[config.mk]
export PLATFORM = sky130hd
export DESIGN_NAME = tile_stat_accum_flat
export DESIGN_NICKNAME = d
export VERILOG_FILES = /design/src/rtl/tile_stat_accum_pkg.sv /design/src/rtl/tile_stat_accum_if.sv /design/src/rtl/tile_stat_accum_fifo.sv /design/src/rtl/tile_stat_accum.sv /design/src/flat_wrapper.sv
export SDC_FILE = /design/constraint.sdc
export NUM_CORES = 1
export LEC_CHECK = 0
export CELL_PAD_IN_SITES_DETAIL_PLACEMENT = 0
export CELL_PAD_IN_SITES_GLOBAL_PLACEMENT = 1
export CORE_MARGIN = 10
export CORE_UTILIZATION = 47
export DETAILED_ROUTE_END_ITERATION = 7
export PLACE_DENSITY = 0.81
export SLEW_MARGIN = 20
export SYNTH_ARGS = -nofsm -noshare
export SYNTH_HDL_FRONTEND = slang
export SYNTH_HIERARCHICAL = 1
export SYNTH_SLANG_ARGS = --single-unit
[constraint.sdc]
create_clock -name iClk -period 5.9 [get_ports iClk]
set_input_delay 1.77 -clock iClk [delete_from_list [all_inputs] [get_ports iClk]]
set_output_delay 1.77 -clock iClk [all_outputs]
set_load 0.01 [all_outputs]
[src/rtl/tile_stat_accum_pkg.sv]
// tile_stat_pkg: shared widths, state encoding and result record for tile_stat_accum.
// Optional mean field is controlled by TILE_STAT_MEAN_EN.
package tile_stat_pkg;
  function automatic int idx_w(input int n);
    return n <= 1 ? 1 : $clog2(n);
  endfunction
  function automatic int sum_w(input int tw, input int th);
    return 8 + $clog2(tw * th);
  endfunction
  localparam int DEF_IMG_WIDTH   = 32;
  localparam int DEF_IMG_HEIGHT  = 16;
  localparam int DEF_TILE_WIDTH  = 16;
  localparam int DEF_TILE_HEIGHT = 16;
  localparam int NX_TILES = DEF_IMG_WIDTH / DEF_TILE_WIDTH;
  localparam int NY_TILES = DEF_IMG_HEIGHT / DEF_TILE_HEIGHT;
  localparam int N_TILES  = NX_TILES * NY_TILES;
  localparam int SUM_W = sum_w(DEF_TILE_WIDTH, DEF_TILE_HEIGHT);
  localparam int TX_W  = idx_w(NX_TILES);
  localparam int TY_W  = idx_w(NY_TILES);
  typedef enum logic [1:0] {IDLE, ACCUM, DONE} state_t;
  typedef struct packed {
    logic [SUM_W-1:0] sum;
    logic [7:0]       mn;
    logic [7:0]       mx;
    logic [TX_W-1:0]  tx;
    logic [TY_W-1:0]  ty;
`ifdef TILE_STAT_MEAN_EN
    logic [7:0]       mean;
`endif
  } res_t;
endpackage

[src/rtl/tile_stat_accum_if.sv]
// tile_stat_accum_if: pixel input and tile result handshake bundle.
// oRes_mean exists only with TILE_STAT_MEAN_EN.
interface tile_stat_accum_if #(parameter int SUM_W = 16, parameter int TX_W = 1, parameter int TY_W = 1);
  logic             iClear;
  logic             iValid;
  logic [7:0]       iData;
  logic             oRes_valid;
  logic             iRes_ready;
  logic [SUM_W-1:0] oRes_sum;
  logic [7:0]       oRes_min;
  logic [7:0]       oRes_max;
  logic [TX_W-1:0]  oRes_tile_x;
  logic [TY_W-1:0]  oRes_tile_y;
  logic             oFrame_done;
  logic             oOverflow;
`ifdef TILE_STAT_MEAN_EN
  logic [7:0]       oRes_mean;
`endif
  modport slave (
    input  iClear, iValid, iData, iRes_ready,
    output oRes_valid, oRes_sum, oRes_min, oRes_max, oRes_tile_x, oRes_tile_y, oFrame_done, oOverflow
`ifdef TILE_STAT_MEAN_EN
    , output oRes_mean
`endif
  );
  modport master (
    output iClear, iValid, iData, iRes_ready,
    input  oRes_valid, oRes_sum, oRes_min, oRes_max, oRes_tile_x, oRes_tile_y, oFrame_done, oOverflow
`ifdef TILE_STAT_MEAN_EN
    , input oRes_mean
`endif
  );
endinterface

[src/rtl/tile_stat_accum_fifo.sv]
// tile_stat_fifo: synchronous first-word-fall-through FIFO; push is accepted when full if a pop frees the slot.
module tile_stat_fifo #(
  parameter int W     = 8,
  parameter int DEPTH = 2
) (
  input  logic         iClk,
  input  logic         iRst,
  input  logic         iFlush,
  input  logic         iPush,
  input  logic [W-1:0] iDin,
  input  logic         iPop,
  output logic [W-1:0] oDout,
  output logic         oFull,
  output logic         oEmpty
);
  localparam int AW = $clog2(DEPTH);
  logic [W-1:0] mem [DEPTH];
  logic [AW:0]  wr, rd;
  logic         do_pop, do_push;
  assign oEmpty  = wr == rd;
  assign oFull   = wr[AW] != rd[AW] && wr[AW-1:0] == rd[AW-1:0];
  assign do_pop  = iPop && !oEmpty;
  assign do_push = iPush && (!oFull || do_pop);
  // Gated head keeps outputs at zero whenever nothing valid is stored.
  assign oDout   = oEmpty ? '0 : mem[rd[AW-1:0]];
  always_ff @(posedge iClk or negedge iRst)
    if (!iRst) begin
      wr <= '0;
      rd <= '0;
    end else if (iFlush) begin
      wr <= '0;
      rd <= '0;
    end else begin
      if (do_push) wr <= wr + 1'b1;
      if (do_pop)  rd <= rd + 1'b1;
    end
  always_ff @(posedge iClk)
    if (do_push && !iFlush) mem[wr[AW-1:0]] <= iDin;
endmodule

[src/rtl/tile_stat_accum.sv]
// tile_stat_accum: per-tile sum/min/max of a tile-ordered pixel stream, results queued in a FWFT FIFO.
// Define TILE_STAT_MEAN_EN to add a truncated mean field to each result.
module tile_stat_accum
  import tile_stat_pkg::*;
#(
  parameter int IMG_WIDTH   = 32,
  parameter int IMG_HEIGHT  = 16,
  parameter int TILE_WIDTH  = 16,
  parameter int TILE_HEIGHT = 16,
  parameter int FIFO_DEPTH  = 2
) (
  input logic               iClk,
  input logic               iRst,
  tile_stat_accum_if.slave  bus
);
  localparam int NPIX = TILE_WIDTH * TILE_HEIGHT;
  localparam int PW   = $clog2(NPIX);
  localparam int SW   = sum_w(TILE_WIDTH, TILE_HEIGHT);
  localparam int NX   = IMG_WIDTH / TILE_WIDTH;
  localparam int NY   = IMG_HEIGHT / TILE_HEIGHT;
  localparam int XW   = idx_w(NX);
  localparam int YW   = idx_w(NY);
  typedef struct packed {
    logic [SW-1:0] sum;
    logic [7:0]    mn;
    logic [7:0]    mx;
    logic [XW-1:0] tx;
    logic [YW-1:0] ty;
`ifdef TILE_STAT_MEAN_EN
    logic [7:0]    mean;
`endif
  } rec_t;
  state_t        state, state_nx;
  logic [PW-1:0] pix_cnt;
  logic [XW-1:0] tx;
  logic [YW-1:0] ty;
  logic [SW-1:0] acc_sum, sum_nx;
  logic [7:0]    acc_min, acc_max, min_nx, max_nx;
  logic          take, last, last_tile, x_wrap, full, empty, pop, frame_done, overflow;
  rec_t          rec_in, rec_out;
  always_comb begin
    take      = bus.iValid && !bus.iClear && state != DONE;
    sum_nx    = acc_sum + SW'(bus.iData);
    min_nx    = bus.iData < acc_min ? bus.iData : acc_min;
    max_nx    = bus.iData > acc_max ? bus.iData : acc_max;
    last      = take && pix_cnt == PW'(NPIX - 1);
    x_wrap    = tx == XW'(NX - 1);
    last_tile = x_wrap && ty == YW'(NY - 1);
    state_nx  = bus.iClear ? IDLE :
                (state == IDLE && take) ? ACCUM :
                (last && last_tile) ? DONE : state;
  end
  always_comb begin
    rec_in      = '0;
    rec_in.sum  = sum_nx;
    rec_in.mn   = min_nx;
    rec_in.mx   = max_nx;
    rec_in.tx   = tx;
    rec_in.ty   = ty;
`ifdef TILE_STAT_MEAN_EN
    rec_in.mean = sum_nx[SW-1:PW];
`endif
  end
  always_ff @(posedge iClk or negedge iRst)
    if (!iRst) state <= IDLE;
    else       state <= state_nx;
  // Reset-value accumulators make the first pixel of every tile a plain accumulate step.
  always_ff @(posedge iClk or negedge iRst)
    if (!iRst) begin
      pix_cnt    <= '0;
      tx         <= '0;
      ty         <= '0;
      acc_sum    <= '0;
      acc_min    <= 8'hFF;
      acc_max    <= 8'h00;
      frame_done <= 1'b0;
      overflow   <= 1'b0;
    end else if (bus.iClear) begin
      pix_cnt    <= '0;
      tx         <= '0;
      ty         <= '0;
      acc_sum    <= '0;
      acc_min    <= 8'hFF;
      acc_max    <= 8'h00;
      frame_done <= 1'b0;
      overflow   <= 1'b0;
    end else begin
      frame_done <= last && last_tile;
      if (last && full && !pop) overflow <= 1'b1;
      if (take) begin
        pix_cnt <= last ? '0 : pix_cnt + 1'b1;
        acc_sum <= last ? '0 : sum_nx;
        acc_min <= last ? 8'hFF : min_nx;
        acc_max <= last ? 8'h00 : max_nx;
        if (last) begin
          tx <= x_wrap ? '0 : tx + 1'b1;
          if (x_wrap) ty <= ty == YW'(NY - 1) ? '0 : ty + 1'b1;
        end
      end
    end
  assign pop = !empty && bus.iRes_ready;
  tile_stat_fifo #(.W($bits(rec_t)), .DEPTH(FIFO_DEPTH)) u_fifo (
    .iClk   (iClk),
    .iRst   (iRst),
    .iFlush (bus.iClear),
    .iPush  (last),
    .iDin   (rec_in),
    .iPop   (pop),
    .oDout  (rec_out),
    .oFull  (full),
    .oEmpty (empty)
  );
  assign bus.oRes_valid  = !empty;
  assign bus.oRes_sum    = rec_out.sum;
  assign bus.oRes_min    = rec_out.mn;
  assign bus.oRes_max    = rec_out.mx;
  assign bus.oRes_tile_x = rec_out.tx;
  assign bus.oRes_tile_y = rec_out.ty;
  assign bus.oFrame_done = frame_done;
  assign bus.oOverflow   = overflow;
`ifdef TILE_STAT_MEAN_EN
  assign bus.oRes_mean   = rec_out.mean;
`endif
endmodule
[src/flat_wrapper.sv]
// flat-port wrapper written by rule: the top's interface ports become plain ports
module tile_stat_accum_flat import tile_stat_pkg::*;
#(
  parameter int IMG_WIDTH   = 32,
  parameter int IMG_HEIGHT  = 16,
  parameter int TILE_WIDTH  = 16,
  parameter int TILE_HEIGHT = 16,
  parameter int FIFO_DEPTH  = 2
)
  (iClk, iRst, bus_iClear, bus_iValid, bus_iData, bus_iRes_ready, bus_oRes_valid, bus_oRes_sum, bus_oRes_min, bus_oRes_max, bus_oRes_tile_x, bus_oRes_tile_y, bus_oFrame_done, bus_oOverflow);
  tile_stat_accum_if bus_i ();
  input logic iClk;
  input logic iRst;
  input wire logic [$bits(bus_i.iClear)-1:0] bus_iClear;
  input wire logic [$bits(bus_i.iValid)-1:0] bus_iValid;
  input wire logic [$bits(bus_i.iData)-1:0] bus_iData;
  input wire logic [$bits(bus_i.iRes_ready)-1:0] bus_iRes_ready;
  output wire logic [$bits(bus_i.oRes_valid)-1:0] bus_oRes_valid;
  output wire logic [$bits(bus_i.oRes_sum)-1:0] bus_oRes_sum;
  output wire logic [$bits(bus_i.oRes_min)-1:0] bus_oRes_min;
  output wire logic [$bits(bus_i.oRes_max)-1:0] bus_oRes_max;
  output wire logic [$bits(bus_i.oRes_tile_x)-1:0] bus_oRes_tile_x;
  output wire logic [$bits(bus_i.oRes_tile_y)-1:0] bus_oRes_tile_y;
  output wire logic [$bits(bus_i.oFrame_done)-1:0] bus_oFrame_done;
  output wire logic [$bits(bus_i.oOverflow)-1:0] bus_oOverflow;
  assign bus_i.iClear = bus_iClear;
  assign bus_i.iValid = bus_iValid;
  assign bus_i.iData = bus_iData;
  assign bus_i.iRes_ready = bus_iRes_ready;
  assign bus_oRes_valid = bus_i.oRes_valid;
  assign bus_oRes_sum = bus_i.oRes_sum;
  assign bus_oRes_min = bus_i.oRes_min;
  assign bus_oRes_max = bus_i.oRes_max;
  assign bus_oRes_tile_x = bus_i.oRes_tile_x;
  assign bus_oRes_tile_y = bus_i.oRes_tile_y;
  assign bus_oFrame_done = bus_i.oFrame_done;
  assign bus_oOverflow = bus_i.oOverflow;
  tile_stat_accum #(.IMG_WIDTH(IMG_WIDTH), .IMG_HEIGHT(IMG_HEIGHT), .TILE_WIDTH(TILE_WIDTH), .TILE_HEIGHT(TILE_HEIGHT), .FIFO_DEPTH(FIFO_DEPTH)) u_core (.iClk(iClk), .iRst(iRst), .bus(bus_i));
endmodule
==> impl_metrics.yaml <==
sta:
  finalCritPeriodShare: 0.744
  whs_ns: 0.498
  max-slew-margin-rel: 0.393
  drv_slew: 0
  rsz0062_at_grt: "no"
  setup_viol: 0
  setup_slack_ns: 1.51
  fmax_mhz: 228
  tns_ns: 0
  final-hold-violation-count: 0
  fin_crit_ns: 4.39
  skew_ns: 0.00508
  worstMarginPinSlew_ns: 0.908
grt:
  grt_usage: 0.156
  grt_pass1_vias: 4320
  antenna_found_initial: 0
  grt_max_degree: 50
  grt_pass1_wl_um: 22600
  gr-total-overflow: 0
finish:
  diodes: 0
  synthToLayoutAreaGrowth_pct: 20.5
  drive_gt1_frac: 0.127
  fin_util: 0.578
  fillers: 1045
  multi_input_area_sq_mm: 0.00255
  ff_latch_area_sq_mm: 0.00328
  nets: 614
critical_path:
  crit_fanout: 11
  r2r_slack_ns: 3.10
  cp.arrival_ns: 4.54
  cpMaxStageDelayCell: "a31oi_1"
  critPathKind: "in2reg"
  max_stage_delay_ns: 0.71
  cp-start-kind: "input port"
  crit_chain: "clkdlybuf4s50_1 > ha_1 > fa_1 > a21oi_1 > o221ai_1 > a31oi_1 > nor2_1 > xor2_1"
  worstPathRequired_ns: 6.05
  critPathCaptureType: "flip-flop"
synth:
  ys_seq_area_frac: 0.541
  synthCells: 520
  synth_seq_cells: 117
  syn_area_sq_mm: 0.00606
  ys.flop_type: "edfxtp_1"
  yosysMostFrequentCell: "edfxtp_1"
  yosysTopAreaCellShare: 0.337
  synth_edf_count: 68
  syn_area_per_cell_sq_um: 11.7
  synth_top_area_cell: "edfxtp_1"
  synth_commonest_cells: "edfxtp_1, nor2_1, dfrtp_1, mux2i_1, nand2_1"
  yosys.cell_types.count: 61
  synthArstFlopShare: 0.419
  yosys-top-cells-area: "edfxtp_1, dfrtp_1, mux2i_1"
  ys_warn_count: 6
placement:
  dp_slack_ns: 1.16
  dp_hpwl_um: 8890
  gp_congestion: 0.870
  io_buffer_count: 49
routing:
  drt-initial-drc-count: 368
  drc: 0
  avgViaCountPerCell: 5.54
  wirelength_um: 13500
  wl_per_cell_um: 17.8
  postRouteAntennaNets: 0
  dr.pass1.iters: 5
  vias: 4214
power:
  switchingPower_mw: 0.504
  total_leakage_power_nw: 2.77
  power_frac_seq: 0.427
  fin_total_pwr_mw: 2.16
  switching_share: 0.233
  combinationalPowerShare: 0.101
  power.share.clock: 0.472
  vdd_drop_max_v: 0.000139
  p_int_mw: 1.66
  p_per_area_mw_per_mm2: 296
clocking:
  clk_latency_ns: 0.41
  cts_tree: "done"
  h-tree-depth: 4
  cts_buffers: 17
  cts-resized-gates: 0
  clk_pin_slew_ns: 0.05
  clk_path_buf_depth: 2
  hold_buffers: 0
  cts_setup_buffers: 0
  cts_num_sinks: 117
  clk_root_buffer_cell: "clkbuf_16"
floorplan:
  die_w_um: 134
  rows: 41
  coreArea_sq_mm: 0.0126
  die_area_sq_mm: 0.0178
  initial_core_util: 0.480
  ioPinCount: 50
  die_height_um: 134
outcome:
  status: "completed"
hold_path:
  holdCritPathClass: "reg2reg"
run:
  drv_cap: 0
==> layout make-up <==
class / instances / area share
Clock inverter: 11 / 0.0183
Sequential cell: 117 / 0.449
Timing Repair Buffer: 60 / 0.0778
Multi-Input combinational cell: 352 / 0.349
Clock buffer: 21 / 0.0617
Tap cell: 172 / 0.0295
Inverter: 28 / 0.0144
==> final timing paths <==
path,from,end,depth (start not counted)
max in group asynchronous,iRst,u_core/u_fifo/rd[0],2
min reg2reg,u_core/bus.oOverflow,u_core/bus.oOverflow,2
max reg2reg,u_core/u_fifo/wr[1],u_core/u_fifo/mem[1][17],6
min in group asynchronous,iRst,u_core/acc_max[2],2
min,u_core/bus.oOverflow,u_core/bus.oOverflow,2
max,bus_iData[0],u_core/u_fifo/mem[0][28],8
==> per-stage QoR <==
step           instances  instance area, sq um
2_1_floorplan        521                  6070
5_1_grt              761                  7300
3_5_place_dp         729                  6710
3_3_place_gp         729                  6710
4_1_cts              761                  7300
6_report             761                  7300
==> power by group through the flow <==
stage               sequential, mW  combinational [mW]  clock, mW
finish                       0.923               0.218       1.02
global route                 0.925               0.245       1.08
CTS                          0.922               0.216       1.04
detailed placement           0.937               0.214          0
global placement             0.936               0.205          0
floorplan                    0.931               0.154          0
==> placed cells by master (no fill, tap or decap), types with 16 or more instances in the layout <==
cell type,synthesis,final
nand2_1,32,32
edfxtp_1,68,68
dfrtp_1,41,40
clkbuf_16,0,17
nor2_1,66,66
mux2_2,16,16
inv_1,28,28
mux2i_1,35,35
clkdlybuf4s50_1,0,48
a21oi_1,21,21
ha_1,24,24
==> registers in the layout (all words and copies together) (netlist names) <==
signal and count:
u_core/u_fifo/mem 68, u_core/u_fifo/wr 2, u_core/pix_cnt 8, u_core/acc_max 8
u_core/tx 1, u_core/acc_min 8, u_core/state 2, u_core/acc_sum 16
u_core/u_fifo/rd 2, u_core/bus.oFrame_done 1, u_core/bus.oOverflow 1
==> kinds of logic (layout without fill, tap and decap cells) <==
family                     count (synthesis)  after routing  synth area share
AOI/OAI and AO/OA                        101            101             0.126
DFF                                      117            117             0.541
adders and majority gates                 25             25            0.0529
buffers and inverters                     52            120            0.0421
other                                      1              2          0.000619
muxes                                     52             52            0.0900
xor gates and xnor gates                  20             20            0.0302
and+or+nand+nor                          152            152             0.117
==> worst max-delay path, delay by kind of cell <==
| family | cells | cell delay [ns] |
|---|---|---|
| buf+inv | 1 | 0.54 |
| simple gates | 1 | 0.15 |
| fa+ha+maj | 2 | 0.71 |
| compound gates | 3 | 1.17 |
| xor+xnor | 1 | 0.19 |
==> routing by layer <==
metal	track usage	vias up	routed length [um]
li1	-	2036	-
met1	0.201	2055	6270
met2	0.248	105	6390
met3	0.0357	18	595
met4	0.0665	0	261
met5	0	-	0
No activity file was read; power rests on OpenSTA's default activity.
